[src/rtl/uart_program_loader.sv]
// uart_program_loader
// Receives a program image over an 8N1 UART line and writes it, one 16-bit
// word at a time, into instruction memory through a spare write port. Words
// are placed downward starting at BASE_ADDR because the PC starts there and
// decrements. The CPU is held in reset while a frame is in flight.
//
// Frame: HEADER_BYTE, COUNT_HI, COUNT_LO, N x (word_hi, word_lo), CHK
//        CHK = XOR of every byte after the header, excluding CHK itself.
//
// Ports:
//   clk          system clock
//   reset        synchronous active-low reset
//   rx           UART serial input, idle high, asynchronous to clk
//   mem_address  memory write address (15 bits)
//   mem_data     memory write data (16 bits)
//   mem_we       one-cycle write strobe per word
//   cpu_hold     high while a frame is being received
//   load_done    one-cycle pulse when a frame ends with a good checksum
//   load_error   sticky error flag, cleared by the next header or reset
module uart_program_loader #(
    parameter int          CLKS_PER_BIT = 1447,
    parameter logic [7:0]  HEADER_BYTE  = 8'hA5,
    parameter logic [14:0] BASE_ADDR    = 15'h7FFF
) (
    input  logic        clk,
    input  logic        reset,
    input  logic        rx,
    output logic [14:0] mem_address,
    output logic [15:0] mem_data,
    output logic        mem_we,
    output logic        cpu_hold,
    output logic        load_done,
    output logic        load_error
);
    localparam int             CW        = $clog2(CLKS_PER_BIT + 1);
    localparam logic [CW-1:0]  BIT_LAST  = CW'(CLKS_PER_BIT - 1);
    localparam logic [CW-1:0]  HALF_LAST = CW'(CLKS_PER_BIT / 2 - 1);

    // ---------------- UART receiver ----------------
    typedef enum logic [1:0] {RX_IDLE, RX_START, RX_DATA, RX_STOP} rx_state_t;

    rx_state_t       rx_state_q;
    logic            rx_meta_q, rx_sync_q;
    logic [CW-1:0]   clk_cnt_q;
    logic [2:0]      bit_idx_q;
    logic [7:0]      shift_q;
    logic            byte_valid_q;
    logic            frame_err_q;

    always_ff @(posedge clk) begin
        if (!reset) begin
            rx_state_q   <= RX_IDLE;
            rx_meta_q    <= 1'b1;
            rx_sync_q    <= 1'b1;
            clk_cnt_q    <= '0;
            bit_idx_q    <= '0;
            shift_q      <= '0;
            byte_valid_q <= 1'b0;
            frame_err_q  <= 1'b0;
        end else begin
            rx_meta_q    <= rx;
            rx_sync_q    <= rx_meta_q;
            byte_valid_q <= 1'b0;
            frame_err_q  <= 1'b0;
            case (rx_state_q)
                RX_IDLE: begin
                    if (!rx_sync_q) begin
                        clk_cnt_q  <= '0;
                        rx_state_q <= RX_START;
                    end
                end
                RX_START: begin
                    // Mid-start-bit recheck rejects short glitches.
                    if (clk_cnt_q == HALF_LAST) begin
                        clk_cnt_q <= '0;
                        if (rx_sync_q) begin
                            rx_state_q <= RX_IDLE;
                        end else begin
                            bit_idx_q  <= '0;
                            rx_state_q <= RX_DATA;
                        end
                    end else begin
                        clk_cnt_q <= clk_cnt_q + 1'b1;
                    end
                end
                RX_DATA: begin
                    if (clk_cnt_q == BIT_LAST) begin
                        clk_cnt_q <= '0;
                        shift_q   <= {rx_sync_q, shift_q[7:1]};   // LSB first
                        if (bit_idx_q == 3'd7) rx_state_q <= RX_STOP;
                        else                   bit_idx_q  <= bit_idx_q + 1'b1;
                    end else begin
                        clk_cnt_q <= clk_cnt_q + 1'b1;
                    end
                end
                default: begin // RX_STOP
                    if (clk_cnt_q == BIT_LAST) begin
                        clk_cnt_q <= '0;
                        if (rx_sync_q) byte_valid_q <= 1'b1;
                        else           frame_err_q  <= 1'b1;
                        rx_state_q <= RX_IDLE;
                    end else begin
                        clk_cnt_q <= clk_cnt_q + 1'b1;
                    end
                end
            endcase
        end
    end

    // ---------------- Frame FSM ----------------
    typedef enum logic [2:0] {
        F_IDLE, F_CNT_HI, F_CNT_LO, F_DATA_HI, F_DATA_LO, F_CHECK, F_DONE, F_ERROR
    } frame_state_t;

    frame_state_t fstate_q;
    logic [7:0]   count_hi_q;
    logic [15:0]  remaining_q;
    logic [7:0]   word_hi_q;
    logic [7:0]   xor_q;
    logic         dec_pend_q;     // address steps down the cycle after a write
    logic [14:0]  mem_address_q;
    logic [15:0]  mem_data_q;
    logic         mem_we_q, cpu_hold_q, load_done_q, load_error_q;
    logic [15:0]  count_d;

    assign count_d = {count_hi_q, shift_q};

    always_ff @(posedge clk) begin
        if (!reset) begin
            fstate_q      <= F_IDLE;
            count_hi_q    <= '0;
            remaining_q   <= '0;
            word_hi_q     <= '0;
            xor_q         <= '0;
            dec_pend_q    <= 1'b0;
            mem_address_q <= BASE_ADDR;
            mem_data_q    <= '0;
            mem_we_q      <= 1'b0;
            cpu_hold_q    <= 1'b0;
            load_done_q   <= 1'b0;
            load_error_q  <= 1'b0;
        end else begin
            mem_we_q    <= 1'b0;
            load_done_q <= 1'b0;
            if (dec_pend_q) begin
                mem_address_q <= mem_address_q - 1'b1;   // wraps 0x0000 -> 0x7FFF
                dec_pend_q    <= 1'b0;
            end
            case (fstate_q)
                F_IDLE: begin
                    if (byte_valid_q && shift_q == HEADER_BYTE) begin
                        fstate_q      <= F_CNT_HI;
                        cpu_hold_q    <= 1'b1;
                        load_error_q  <= 1'b0;
                        xor_q         <= '0;
                        mem_address_q <= BASE_ADDR;
                    end
                end
                F_DONE, F_ERROR: fstate_q <= F_IDLE;
                default: begin
                    if (frame_err_q) begin
                        fstate_q     <= F_ERROR;
                        load_error_q <= 1'b1;
                        cpu_hold_q   <= 1'b0;
                    end else if (byte_valid_q) begin
                        case (fstate_q)
                            F_CNT_HI: begin
                                count_hi_q <= shift_q;
                                xor_q      <= xor_q ^ shift_q;
                                fstate_q   <= F_CNT_LO;
                            end
                            F_CNT_LO: begin
                                xor_q <= xor_q ^ shift_q;
                                if (count_d > 16'd32768) begin
                                    fstate_q     <= F_ERROR;
                                    load_error_q <= 1'b1;
                                    cpu_hold_q   <= 1'b0;
                                end else if (count_d == 16'd0) begin
                                    fstate_q <= F_CHECK;
                                end else begin
                                    remaining_q <= count_d;
                                    fstate_q    <= F_DATA_HI;
                                end
                            end
                            F_DATA_HI: begin
                                word_hi_q <= shift_q;
                                xor_q     <= xor_q ^ shift_q;
                                fstate_q  <= F_DATA_LO;
                            end
                            F_DATA_LO: begin
                                xor_q       <= xor_q ^ shift_q;
                                mem_data_q  <= {word_hi_q, shift_q};
                                mem_we_q    <= 1'b1;
                                dec_pend_q  <= 1'b1;
                                remaining_q <= remaining_q - 1'b1;
                                fstate_q    <= (remaining_q == 16'd1) ? F_CHECK : F_DATA_HI;
                            end
                            F_CHECK: begin
                                cpu_hold_q <= 1'b0;
                                if (shift_q == xor_q) begin
                                    fstate_q    <= F_DONE;
                                    load_done_q <= 1'b1;
                                end else begin
                                    fstate_q     <= F_ERROR;
                                    load_error_q <= 1'b1;
                                end
                            end
                            default: ;
                        endcase
                    end
                end
            endcase
        end
    end

    assign mem_address = mem_address_q;
    assign mem_data    = mem_data_q;
    assign mem_we      = mem_we_q;
    assign cpu_hold    = cpu_hold_q;
    assign load_done   = load_done_q;
    assign load_error  = load_error_q;
endmodule

[config.mk]
export PLATFORM = sky130hd
export DESIGN_NAME = uart_program_loader
export DESIGN_NICKNAME = d
export VERILOG_FILES = /design/src/rtl/uart_program_loader.sv
export SDC_FILE = /design/constraint.sdc
export NUM_CORES = 1
export LEC_CHECK = 0
export CORE_AREA = 5 5 119 121
export DETAILED_ROUTE_END_ITERATION = 16
export DIE_AREA = 0 0 124 126
export PLACE_DENSITY = 0.64
export SETUP_SLACK_MARGIN = 0.1
export SYNTH_ARGS = -nofsm -noshare
export SYNTH_HDL_FRONTEND = slang
export SYNTH_SLANG_ARGS = --single-unit
[constraint.sdc]
create_clock -name clk -period 3 [get_ports clk]
set_input_delay 0.75 -clock clk [delete_from_list [all_inputs] [get_ports clk]]
set_output_delay 0.75 -clock clk [all_outputs]
set_load 0.005 [all_outputs]
==> flow_summary.json, run 1 <==
{
  "cts_resized": 0,
  "synth_edf_count": 0,
  "worst_pin_slew_ns": 1.15,
  "syn-num-nets": 609,
  "worstSkewPairLatency_ns": 0.35,
  "fillCellCount": 1302,
  "cts_tree": "built",
  "timing.fmax_ghz": 0.404,
  "power_leakage_nw": 2.05,
  "synth_top_area_share_pct": 42.8,
  "multi_input_area_um2": 2630,
  "hold-path-endpoint": "rx_sync_q",
  "cts_max_path_buffers": 2,
  "place.gp.congestion": 0.816,
  "synth_area_leader_cell": "dfxtp_1",
  "grt_pass1_vias": 4084,
  "ys_top_cells_by_count": "106 x dfxtp_1, 82 x nor2_1, 75 x nand2_1, 52 x a21oi_1, 27 x clkbuf_1",
  "ys_types": 58,
  "drc": 0,
  "syn_inst": 599,
  "relSlewSlack_pct": 22.6,
  "syn-cell-area_um2": 4960,
  "nets": 636,
  "cts_root_buf": "clkbuf_16",
  "fin_tns_setup_ns": 0,
  "ys_seq_area_share_pct": 42.8,
  "fin_crit_ns": 2.47,
  "status": "complete, no violations",
  "crit_required_ns": 3.17,
  "grt_use_total_pct": 15.5,
  "async_flop_share_pct": 0,
  "worstHoldStart": "rx_meta_q",
  "worstPathArrival_ns": 2.65,
  "die-area_um2": 15600,
  "area_delta_synth_final_pct": 17.6,
  "pin_count": 38,
  "yosys_warnings": 0,
  "cts_hold_buffers": 0,
  "whs_path_depth": 1,
  "r2r_cells": 6,
  "r2r_slack_ns": 0.53,
  "antenna_found_initial": 0,
  "synth.area.top_cells": "dfxtp_1 43%, nor2_1 6.2%, nand2_1 5.7%",
  "worst-setup-path-type": "reg2reg",
  "avgSynthCellArea_um2": 8.28,
  "hp-class": "reg2reg",
  "setup_viol": 0,
  "cts_max_level": 3,
  "ys_ff_latch": 106,
  "cellPowerDensity_nw_per_um2": 488,
  "firstDrtPassIters": 5,
  "synthFlopType": "dfxtp_1",
  "min_period_over_period_pct": 82.4,
  "hold_viol_final": 0,
  "core.rowCount": 42,
  "clk_pin_slew_ns": 0.07,
  "clkSinkCount": 106,
  "drv_slew": 0,
  "grt_max_degree": 32,
  "port_buffers": 37,
  "worst_setup_path_start_kind": "flop",
  "num_antenna_cells": 0,
  "rsz0062_at_grt": "false",
  "crit_fanout": 11,
  "viasPerCell": 5.42,
  "r2r_start": "clk_cnt_q[1]",
  "dp_cells": 791,
  "die_y_um": 126,
  "regArea_um2": 2120,
  "vias": 4371,
  "numCtsBuffers": 9,
  "worstSetupEndpointType": "flop",
  "initial_core_util_pct": 38.2,
  "routed_wl_um": 11800,
  "drive_gt1_share_pct": 7.14,
  "drtIter0Drc": 311,
  "maxCapViolations": 0,
  "grt_pass1_wl_um": 19600,
  "vdd_ir_drop_max_uv": 313,
  "r2r-end": "clk_cnt_q[1]",
  "die_x_um": 124,
  "wl_per_cell_um": 14.7,
  "final_cells": 806,
  "postRouteAntennaNets": 0,
  "post_cts_buffers": 0,
  "dp_hpwl_um": 8240,
  "synth.most_common_cell": "dfxtp_1",
  "skew_ns": 0.00809,
  "placeableCoreArea_um2": 13000,
  "grt_overflow": 0
}
## worst max-delay path, stage by stage (launching register included)
cell	delay (ns)
dfxtp_1	0.39
ha_1	0.17
nand2b_1	0.10
nor3_1	0.47
o21ai_0	0.15
o21ai_0	0.91
a211oi_1	0.11
## sequential cells by signal, summed over array words and instances (netlist names), 2 cells and up
signal / flops
xor_q: 8
clk_cnt_q: 11
bit_idx_q: 3
mem_data: 16
count_hi_q: 8
mem_address: 15
remaining_q: 16
word_hi_q: 8
rx_state_q: 2
fstate_q: 3
shift_q: 8
## through the flow
step | area [um^2] | worst slack, ns | power [mW] | hold WS (ns) | util, %
6_report | 5840 | 0.527 | 2.85 | 0.419 | 45.0
5_1_grt | 5840 | 0.286 | 2.95 | 0.453 | 45.0
4_1_cts | 5840 | 0.543 | 2.88 | 0.426 | 45.0
3_5_place_dp | 5500 | 0.542 | 1.56 | 0.407 | 42.4
3_3_place_gp | 5500 | 0.584 | 1.56 | 0.404 | 42.4
2_1_floorplan | 4960 | 0.716 | 1.53 | 0.386 | -
## how the worst max path moves through the flow
| stage | endpoint | start | slack (ns) | cells past startpoint |
|---|---|---|---|---|
| global route | clk_cnt_q[2] | clk_cnt_q[1] | 0.29 | 6 |
| floorplan | remaining_q[0] | shift_q[1] | 0.72 | 8 |
| detailed placement | clk_cnt_q[5] | clk_cnt_q[0] | 0.54 | 7 |
| CTS | remaining_q[0] | shift_q[7] | 0.54 | 6 |
| finish | clk_cnt_q[1] | clk_cnt_q[1] | 0.53 | 6 |
| global placement | remaining_q[0] | shift_q[7] | 0.58 | 6 |
## cell families (layout without fill, tap and decap cells)
group	count (synthesis)	in the layout	share of synthesized area, %
simple gates	263	263	25.8
compound gates	122	122	15.3
flops	106	106	42.8
buf+inv	48	79	4.46
xor+xnor	28	28	4.94
mux	24	24	4.84
fa+ha+maj	8	8	1.97
## cell type report
cell class | instances | share of cell area, %
Clock buffer | 10 | 3.92
Clock inverter | 5 | 1.78
Inverter | 10 | 0.643
Sequential cell | 106 | 36.4
Timing Repair Buffer | 54 | 8.53
Multi-Input combinational cell | 445 | 45.0
Tap cell | 176 | 3.77
## cells in the final DEF, fill, tap and decap left out, types with 10 or more instances in the layout
cell,count
nor3_1,19
dfxtp_1,106
mux2i_1,24
o211ai_1,10
xor2_1,10
xnor2_1,18
clkdlybuf4s50_1,37
nor2_1,82
o21ai_0,22
nand3_1,12
a21oi_1,52
or3_1,13
nand2_1,75
buf_4,17
## per-layer routing
layer	vias to the layer above	part of all wire (%)	track usage [%]
li1	2147	-	-
met4	0	1.6	5.15
met2	124	49	25.5
met1	2082	44	19.5
met3	18	5.3	4.30
met5	-	0	0
## report_power, final
group	internal (mW)	switching [mW]
Clock	0.811	0.507
Sequential	1.42	0.0135
Combinational	0.0359	0.0636
No activity file was read; power rests on OpenSTA's default activity.
==> run 2: changes to the inputs <==
Settings changed: PLACE_DENSITY 0.64 to 0.66.
Clock period 3 ns to 2 ns, I/O delays scaled along.
==> flow_summary.json, run 2 (synthesized netlist as in run 1, its figures left out) <==
{
  "worstPathArrival_ns": 2.57,
  "power_switching_share_pct": 23.6,
  "cts_root_buf": "clkbuf_16",
  "nets": 683,
  "crit_start": "shift_q[5]",
  "wl_per_cell_um": 14.5,
  "r2r_start": "shift_q[5]",
  "die-area_um2": 15600,
  "pre_cts_ws_ns": -0.290,
  "postPlaceCellArea_um2": 5890,
  "skew_ns": 0.0133,
  "violations": "setup timing",
  "die_x_um": 124,
  "whs_path_depth": 1,
  "hold_viol_final": 0,
  "crit_fanout": 4,
  "final_cells": 854,
  "drtIter0Drc": 193,
  "initial_core_util_pct": 38.2,
  "r2r-end": "remaining_q[0]",
  "min_period_over_period_pct": 116,
  "final_util_pct": 49.1,
  "vias": 4527,
  "status": "finished, violations left",
  "drv_slew": 0,
  "grt_pass1_vias": 4213,
  "cts_tree": "built",
  "grt_use_total_pct": 16.0,
  "dp_hpwl_um": 8610,
  "viasPerCell": 5.30,
  "hp-class": "reg2reg",
  "setup_viol": 19,
  "maxCapViolations": 0,
  "cts_max_path_buffers": 2,
  "dp_cells": 832,
  "intPower_mw": 3.05,
  "r2r_cells": 7,
  "hold_ws_ns": 0.424,
  "place.gp.congestion": 0.894,
  "area_delta_synth_final_pct": 28.5,
  "fin_crit_ns": 2.32,
  "clk_pin_slew_ns": 0.08,
  "r2r_slack_ns": -0.32,
  "fillCellCount": 1229,
  "drc": 0,
  "worst_setup_path_start_kind": "flop",
  "worst_pin_slew_ns": 0.345,
  "power_switching_mw": 0.942,
  "worstSetupEndpointType": "flop",
  "numCtsBuffers": 9,
  "fin_tns_setup_ns": -5.07,
  "worstSkewPairLatency_ns": 0.36,
  "relSlewSlack_pct": 76.7,
  "grt_overflow": 0,
  "core.rowCount": 42,
  "fin_total_pwr_mw": 3.99,
  "postRouteAntennaNets": 0,
  "worst-setup-path-type": "reg2reg",
  "num_antenna_cells": 0,
  "antenna_found_initial": 0,
  "hold-path-endpoint": "rx_sync_q",
  "pin_count": 38,
  "drive_gt1_share_pct": 18.6,
  "cts_max_level": 3,
  "combPwrFrac_pct": 4.5,
  "cts_hold_buffers": 0,
  "final_area_um2": 6370,
  "final_common_cell": "dfxtp_1",
  "worstHoldStart": "rx_meta_q",
  "power_leakage_nw": 2.31,
  "final_cell_mix": "103 x dfxtp_1, 79 x nor2_1, 75 x nand2_1, 59 x buf_4, 45 x a21oi_1",
  "routed_wl_um": 12400,
  "p_seq_share_pct": 53.6,
  "clkSinkCount": 106,
  "fin_ws_ns": -0.325,
  "pwr-share-clk_pct": 41.9,
  "grt_max_degree": 34,
  "firstDrtPassIters": 4,
  "timing.fmax_ghz": 0.430,
  "crit_required_ns": 2.24,
  "placeableCoreArea_um2": 13000,
  "vdd_ir_drop_max_uv": 629,
  "port_buffers": 37,
  "grt_pass1_wl_um": 20300,
  "die_y_um": 126,
  "cellPowerDensity_nw_per_um2": 627,
  "rsz0062_at_grt": "true"
}
-- run 2: changes by cell type in the layout (fill, tap and decap cells not counted), moves of 4 or more --
cell	before	now
buf_4	17	59
nor3_1	19	15
o21ai_0	22	17
a21oi_1	52	45
a21oi_2	0	5
nor3_2	1	5
or4_1	8	4
o21ai_2	1	5
or4_4	2	6
-- run 2: repair_timing --
item	CTS	global route
gates cloned	0	1
buffers inserted	2	3
pin swaps	8	13
resized for setup	9	26
setup endpoints to repair	23	53
-- run 2: how the worst max path moves through the flow --
stage,to,slack [ns]
CTS,remaining_q[1],-0.27
floorplan,remaining_q[0],-0.28
global route,remaining_q[2],-0.41
global placement,remaining_q[1],-0.28
detailed placement,remaining_q[3],-0.29
finish,remaining_q[0],-0.32
-- run 2: metal layers --
metal,vias up,global-route usage [%],wire length [um]
li1,2243,-,-
met1,2169,21.0,5490
met2,98,25.8,6040
met3,17,4.22,674
met4,0,4.70,177
met5,-,0,0
-- run 2: worst max-delay path, stage by stage, from the launching register on --
cell and delay, ns:
dfxtp_2 0.33, or4_4 0.53, or4_4 0.56, o21ai_2 0.19, a21bo_4 0.22, buf_4 0.13, nor3b_2 0.03, o31a_1 0.23
-- run 2: area by class of cell --
cell class | instances | area, um^2 | share of cell area [%]
Timing Repair Buffer | 101 | 901 | 14.1
Sequential cell | 106 | 2130 | 33.3
Tap cell | 176 | 220 | 3.45
Multi-Input combinational cell | 445 | 2810 | 44.1
Inverter | 10 | 37.5 | 0.589
Clock buffer | 10 | 229 | 3.59
Clock inverter | 6 | 47.5 | 0.746
-- run 2: power groups by stage --
stage | registers, mW | logic (mW) | clock network [mW]
after floorplan | 2.18 | 0.113 | 0
after global placement | 2.19 | 0.165 | 0
after detailed placement | 2.19 | 0.170 | 0
after CTS | 2.14 | 0.171 | 1.73
after global routing | 2.14 | 0.194 | 1.82
final | 2.14 | 0.178 | 1.67
==> run 3: changes to the inputs <==
--- a/config.mk
+++ b/config.mk
@@ -9,7 +9,9 @@
 export DETAILED_ROUTE_END_ITERATION = 16
 export DIE_AREA = 0 0 124 126
-export PLACE_DENSITY = 0.66
+export DONT_BUFFER_PORTS = 1
+export PLACE_DENSITY = 0.62
 export SETUP_SLACK_MARGIN = 0.1
 export SYNTH_ARGS = -nofsm -noshare
 export SYNTH_HDL_FRONTEND = slang
 export SYNTH_SLANG_ARGS = --single-unit
+export TNS_END_PERCENT = 50
==> constraint.sdc (replaced) <==
create_clock -name clk -period 2 [get_ports clk]
set_input_delay 0.5 -clock clk [delete_from_list [all_inputs] [get_ports clk]]
set_output_delay 0.5 -clock clk [all_outputs]
set_load 0.1 [all_outputs]
==> flow_summary.json, run 3 (synthesized netlist as in run 1, its figures left out) <==
{
  "grt_use_total_pct": 16.5,
  "setup_viol": 18,
  "wl_per_cell_um": 14.9,
  "core.rowCount": 42,
  "cts_root_buf": "clkbuf_16",
  "relSlewSlack_pct": 67.0,
  "whs_path_depth": 1,
  "violations": "setup timing",
  "fin_total_pwr_mw": 4.10,
  "num_antenna_cells": 0,
  "r2r_start": "count_hi_q[6]",
  "maxCapViolations": 0,
  "drtIter0Drc": 270,
  "vias": 4532,
  "status": "finished, violations left",
  "worstPathArrival_ns": 2.51,
  "clk_pin_slew_ns": 0.07,
  "worst_pin_slew_ns": 0.490,
  "grt_pass1_wl_um": 21100,
  "final_util_pct": 48.2,
  "worstHoldStart": "reset",
  "nets": 675,
  "r2r_cells": 7,
  "final_common_cell": "dfxtp_1",
  "antenna_found_initial": 0,
  "drc": 0,
  "worstSkewPairLatency_ns": 0.35,
  "pin_count": 38,
  "worst-setup-path-type": "reg2reg",
  "hp-class": "in2reg",
  "initial_core_util_pct": 38.2,
  "drv_slew": 0,
  "timing.fmax_ghz": 0.438,
  "drive_gt1_share_pct": 23.6,
  "die_x_um": 124,
  "cts_max_level": 3,
  "grt_pass1_vias": 4300,
  "fin_tns_setup_ns": -4.40,
  "routed_wl_um": 12600,
  "port_buffers": 0,
  "grt_overflow": 0,
  "dp_hpwl_um": 8470,
  "die-area_um2": 15600,
  "r2r-end": "remaining_q[6]",
  "hold_viol_final": 0,
  "hold-path-endpoint": "rx_meta_q",
  "vdd_ir_drop_max_uv": 436,
  "final_cell_mix": "99 x dfxtp_1, 84 x buf_4, 81 x nor2_1, 75 x nand2_1, 41 x a21oi_1",
  "postRouteAntennaNets": 0,
  "power_leakage_nw": 2.32,
  "clkSinkCount": 106,
  "placeableCoreArea_um2": 13000,
  "grt_max_degree": 32,
  "fin_ws_ns": -0.281,
  "fin_crit_ns": 2.28,
  "cts_max_path_buffers": 2,
  "r2r_slack_ns": -0.28,
  "min_period_over_period_pct": 114,
  "crit_fanout": 6,
  "cellPowerDensity_nw_per_um2": 654,
  "rsz0062_at_grt": "true",
  "worst_setup_path_start_kind": "flop",
  "hold_ws_ns": 0.225,
  "worstSetupEndpointType": "flop",
  "crit_required_ns": 2.23,
  "pre_cts_ws_ns": -0.352,
  "numCtsBuffers": 9,
  "area_delta_synth_final_pct": 26.1,
  "place.gp.congestion": 0.837,
  "skew_ns": 0.00646,
  "cts_tree": "built",
  "die_y_um": 126,
  "firstDrtPassIters": 4,
  "viasPerCell": 5.36
}
==> run 3: changes by cell type in the layout (fill, tap and decap cells not counted), sizes merged <==
| cell | previous run | this run |
|---|---|---|
| clkdlybuf4s50 | 37 | 0 |
| buf | 63 | 90 |
| a21bo | 1 | 4 |
| bufinv | 0 | 1 |
| clkbuf | 11 | 10 |
| inv | 13 | 12 |
==> run 3: area by class of cell <==
| class | count | area, um^2 |
|---|---|---|
| Tap cell | 176 | 220 |
| Sequential cell | 106 | 2130 |
| Fill cell | 1233 | 6720 |
| Timing Repair Buffer | 90 | 716 |
| Inverter | 10 | 37.5 |
| Clock buffer | 10 | 229 |
| Multi-Input combinational cell | 448 | 2860 |
| Clock inverter | 6 | 65.1 |
==> run 3: per-layer routing <==
layer  global-route usage, %  routed length [um]
met5                       0                   0
met4                    4.96                 140
met2                    28.3                6380
met1                    20.7                5400
met3                    3.41                 722
==> run 3: stage by stage <==
step	instance area, um^2	instances
after floorplan	4990	599
after global placement	5700	823
after detailed placement	5700	823
after CTS	6140	844
after global routing	6260	846
final	6260	846
==> run 3: power by group <==
part           internal, mW  switching (mW)
clock network         0.976           0.787
logic                0.0676           0.127
registers              2.12          0.0162
==> run 3: timing repair <==
action,in CTS,in global routing
endpoints found under the setup margin,28,50
gates cloned,3,0
hold buffers,0,0
buffers inserted,2,2
pin swaps,18,15
gates resized for setup,18,24
==> run 3: worst max-delay path: stages (launching register included) <==
cell and delay (ns):
dfxtp_1 0.31, or4_4 0.53, o41a_1 0.45, a21oi_2 0.18, buf_4 0.16, a21bo_4 0.26, o211ai_1 0.18, o31ai_1 0.10
==> run 3: worst max-delay path by stage <==
stage / endpoint / depth (start not counted) / slack (ns) / start
4_1_cts: remaining_q[10] / 7 / -0.26 / shift_q[4]
2_1_floorplan: remaining_q[0] / 8 / -0.28 / shift_q[6]
6_report: remaining_q[6] / 7 / -0.28 / count_hi_q[6]
3_3_place_gp: remaining_q[0] / 6 / -0.32 / shift_q[5]
3_5_place_dp: remaining_q[14] / 7 / -0.35 / shift_q[5]
5_1_grt: remaining_q[2] / 7 / -0.39 / count_hi_q[6]
